### src/rtl/moving_average_window.sv
// Signed moving-average filter over a 2**LOG2_DEPTH sample ring buffer, 1-cycle result latency.
// Define MOVAVG_ROUND_EN for round-half-up averaging; default build truncates toward -inf.
module moving_average_window #(
  parameter int W          = 8,
  parameter int LOG2_DEPTH = 2
) (
  input  logic                system1000,
  input  logic                system1000_rstn,
  input  logic                clr,
  input  logic                in_valid,
  input  logic signed [W-1:0] eta_i1,
  output logic                out_valid,
  output logic signed [W-1:0] y_o,
  output logic                full
);

  localparam int N  = 1 << LOG2_DEPTH;
  localparam int SW = W + LOG2_DEPTH;
  localparam logic [LOG2_DEPTH:0] FILL_MAX = (LOG2_DEPTH + 1)'(N);

  logic signed [W-1:0]      r_buf [N];
  logic signed [SW-1:0]     r_sum;
  logic [LOG2_DEPTH-1:0]    r_wr_ptr;
  logic [LOG2_DEPTH:0]      r_fill;
  logic                     r_full;
  logic                     r_out_valid;
  logic signed [W-1:0]      r_y;

  logic signed [W-1:0]      w_old;
  logic signed [SW-1:0]     w_sum_next;
  logic signed [SW-1:0]     w_sum_rnd;
  logic [LOG2_DEPTH:0]      w_fill_next;

  always_comb begin
    w_old      = r_buf[r_wr_ptr];
    w_sum_next = r_sum + {{LOG2_DEPTH{eta_i1[W-1]}}, eta_i1}
                       - {{LOG2_DEPTH{w_old[W-1]}}, w_old};
`ifdef MOVAVG_ROUND_EN
    // Bias by half an LSB of the quotient; the shift below then rounds half up.
    w_sum_rnd  = w_sum_next + SW'(N / 2);
`else
    w_sum_rnd  = w_sum_next;
`endif
    w_fill_next = (r_fill == FILL_MAX) ? r_fill : r_fill + 1'b1;
  end

  always_ff @(posedge system1000 or negedge system1000_rstn) begin
    if (!system1000_rstn) begin
      for (int unsigned i = 0; i < N; i++) r_buf[i] <= '0;
      r_sum       <= '0;
      r_wr_ptr    <= '0;
      r_fill      <= '0;
      r_full      <= 1'b0;
      r_out_valid <= 1'b0;
      r_y         <= '0;
    end else if (clr) begin
      for (int unsigned i = 0; i < N; i++) r_buf[i] <= '0;
      r_sum       <= '0;
      r_wr_ptr    <= '0;
      r_fill      <= '0;
      r_full      <= 1'b0;
      r_out_valid <= 1'b0;
      r_y         <= '0;
    end else if (in_valid) begin
      r_buf[r_wr_ptr] <= eta_i1;
      r_sum           <= w_sum_next;
      r_wr_ptr        <= r_wr_ptr + 1'b1;
      r_fill          <= w_fill_next;
      r_full          <= (w_fill_next == FILL_MAX);
      r_out_valid     <= 1'b1;
      r_y             <= W'(w_sum_rnd >>> LOG2_DEPTH);
    end else begin
      r_out_valid <= 1'b0;
    end
  end

  assign out_valid = r_out_valid;
  assign y_o       = r_y;
  assign full      = r_full;

endmodule
### config.mk
export PLATFORM = sky130hd
export DESIGN_NAME = moving_average_window
export DESIGN_NICKNAME = d
export VERILOG_FILES = /design/src/rtl/moving_average_window.sv
export SDC_FILE = /design/constraint.sdc
export NUM_CORES = 1
export LEC_CHECK = 0
export ABC_AREA = 1
export BUFFER_PORTS_ARGS = -buffer_cell sky130_fd_sc_hd__buf_2
export CAP_MARGIN = 20
export CORE_ASPECT_RATIO = 0.5
export CORE_MARGIN = 2
export CORE_UTILIZATION = 50
export DETAILED_ROUTE_END_ITERATION = 8
export PLACE_DENSITY = 0.71
export SYNTH_ARGS = -nofsm -noshare
export SYNTH_HDL_FRONTEND = slang
export SYNTH_SLANG_ARGS = --single-unit
### constraint.sdc
create_clock -name system1000 -period 2.5 [get_ports system1000]
set_input_delay 0.75 -clock system1000 [delete_from_list [all_inputs] [get_ports system1000]]
set_output_delay 0.75 -clock system1000 [all_outputs]
set_load 0.05 [all_outputs]
==> summary.md <==
| Metric | Value |
|---|---|
| Fill cell count | `440` |
| Number of synthesized register bits | `49` |
| GRT Overall Usage | `23.8%` |
| Yosys cell types | `26` |
| Overall Power | `3.89 mW` |
| Synth area leader | `dfrtp_1` |
| Worst path required time | `2.68 ns` |
| Die height | `58.9 um` |
| Worst EP arrival | `2.72 ns` |
| Num CTS Buffers | `5` |
| Crit-path cells | `inv_2 > buf_12 > nor2_1 > o22ai_2 > fa_1 > inv_1 > ha_4 > a21oi_2 > nand2_4 > a21oi_4 > nand2_1 > nand2_1 > o21ai_0` |
| F_max | `0.392 GHz` |
| Max VDD drop | `0.471 mV` |
| First-pass GRT wire length | `12300 um` |
| Share of layout cells above drive strength 1 | `27.3%` |
| Final worst setup slack | `-0.0480 ns` |
| DR iter-0 viols | `256` |
| Starting density of the core | `53.5%` |
| Max-Cap Viols | `0` |
| Worst setup path start | `r_wr_ptr[0]` |
| Row count | `19` |
| Worst Setup End Kind | `register` |
| Drt wl/cell | `16.0 um` |
| Ys async rst share | `100%` |
| Pins Over Slew Limit | `0` |
| Top Ports | `22` |
| Vias in the first global route | `2533` |
| Crit path max fanout | `17` |
| Post-Syn Nets | `414` |
| DP Area | `0.00331 mm^2` |
| Fin crit period | `2.55 ns` |
| Final Hold Fails | `0` |
| Crit-path slowest cell | `dfrtp_2` |
| Yosys warnings | `0` |
| Cell Area, Synth | `0.00301 mm^2` |
| Count of hold-fix buffers inserted at cts | `0` |
| Clk sinks | `49` |
| TritonCTS clock tree | `done` |
| Worst R2R Start | `r_wr_ptr[0]` |
| RePlAce Congestion | `0.875` |
| Total grt overflow | `0` |
| Status | `finished with violations` |
| Area delta synth->final | `24.9%` |
| H-tree levels | `2` |
| Max_slew headroom | `56.2%` |
| First-pass DRT Iterations | `5` |
| Worst Tran Pin Value | `0.658 ns` |
| RSZ-0062 raised after global routing | `yes` |
| Vias per cell | `5.55` |
| Pin count of the biggest net entering global routing | `36` |
| I/O Buffers | `21` |
| Residual DRC | `0` |
| Post-CTS Setup Repair Bufs | `0` |
| Ranking of synthesized cells by area | `dfrtp_1 41%, nand2_1 8.8%, o21ai_0 7.3%, ha_1 7.1%, nand3_1 7.0%` |
| Fin nets | `448` |
| Fin area | `0.00376 mm^2` |
| Final setup fails | `5` |
| Final ANT Viol Nets | `0` |
| Max Root-Sink Buffers | `2` |
| Crit path top cell by count | `nand2_1` |
| Initial antenna violation count | `0` |
| Dpl hpwl | `5110 um` |
| Skew final | `0.00856 ns` |
| PD cells | `1030 mW/mm^2` |
| Die area | `0.00670 mm^2` |
| CP startpoint kind | `register` |
| Die Width | `114 um` |
| Setup Crit Path Kind | `reg2reg` |
| Mean Syn Cell Area | `8.01 um^2` |
| Failing checks | `setup timing` |
| Diode count | `0` |
| Final worst-path cycle share | `102%` |
| Vias post-DR | `2685` |
| EDFF count, synth | `0` |
| Clk_lat worst skew | `0.30 ns` |
| Yosys top cell area share | `40.7%` |
| Static Leak | `1.85 nW` |
| Register area share after synthesis | `40.7%` |
| CTS clk-pin slew, worst paths | `0.07 ns` |
| Crit-path max cell delay | `0.46 ns` |
| Drt total wl | `7760 um` |
| Core area | `0.00563 mm^2` |
| Hold Path Class | `in2async` |
| Synth Flop Type | `dfrtp_1` |
| Cells after synthesis | `376` |
| Root Driver | `clkbuf_16` |
-- what timing repair did --
item	in CTS	in global routing
pin swaps	3	14
cloned	0	1
endpoints found under the setup margin	7	7
gates resized for setup	21	46
hold endpoints to repair	0	0
-- cells in the mapped netlist, types with 2 or more instances --
cell and number:
nand2_1 71, inv_1 54, dfrtp_1 49, o21ai_0 44, nand3_1 42, nor2_1 26, ha_1 17, o22ai_1 13
buf_2 11, a21oi_1 10, buf_4 10, fa_1 9, o21ai_1 4, a21o_1 2, inv_2 2, nand3b_1 2
-- cell families after synthesis --
logic type	synth area share (%)
flops	40.7
buf+inv	11.5
simple gates	20.9
compound gates	13.6
xor+xnor	0.291
fa+ha+maj	13.0
-- area by class of cell --
type / count / area [um^2] / share of cell area [%]
clock buffers: 6 / 139 / 3.69
clock inverters: 2 / 16.3 / 0.432
inverters: 57 / 216 / 5.76
multi-input cells: 249 / 1700 / 45.3
flip-flops and latches: 49 / 1230 / 32.6
well taps: 73 / 91.3 / 2.43
repair buffers: 48 / 367 / 9.75
-- power breakdown --
part           internal (mW)  leakage, nW  switching (mW)
logic                  0.914         1.11            1.32
clock network          0.402       0.0735           0.317
registers              0.878        0.666          0.0599
-- cells in the final DEF, fill, tap and decap left out, types with 8 or more instances in the layout --
cell,n
buf_2,21
buf_4,22
dfrtp_1,48
fa_1,8
ha_1,8
ha_4,9
inv_1,47
inv_2,9
nand2_1,67
nand3_1,38
nor2_1,18
nor2_2,8
o21ai_0,33
o21ai_1,10
-- metrics by stage --
step,std cells,setup slack (ns),hold slack (ns),TNS (ns),utilization [%]
floorplan,376,0.00359,0.454,0,-
global placement,475,-0.0826,0.461,-0.329,58.8
detailed placement,475,-0.132,0.469,-0.568,58.8
CTS,483,-0.0263,0.487,-0.0652,63.0
global route,484,-0.159,0.523,-0.580,66.8
finish,484,-0.0480,0.481,-0.143,66.8
-- flip-flops by register name, summed over array words and instances, names as in the netlist --
register	flops
r_sum	10
r_buf	32
out_valid	1
r_fill	3
full	1
r_wr_ptr	2
-- layer usage --
metal	vias to the layer above	share of wire, %	GRT usage, %	routed length [um]
met1	1302	44	31.7	3410
li1	1284	-	-	-
met2	89	48	39.4	3740
met4	0	1.1	6.10	85
met5	-	0	0	0
met3	10	6.8	6.49	529
-- worst paths after layout --
kind                             end  slack (ns)  cells past startpoint
setup / recovery            r_sum[6]       -0.05                     13
hold reg to reg                 full        0.48                      2
hold / removal             r_buf[27]        0.48                      1
setup reg to reg            r_sum[6]       -0.05                     13
max in group asynchronous   r_sum[6]        1.46                      2
min in group system1000         full        0.48                      2
-- critical path: cells and delay by family (launching register included) --
kind	cells	cell delay (ns)
fa+ha+maj	2	0.67
buf+inv	3	0.35
compound gates	4	0.67
flops	1	0.46
simple gates	4	0.29
Power figures use the tool's default switching activity.
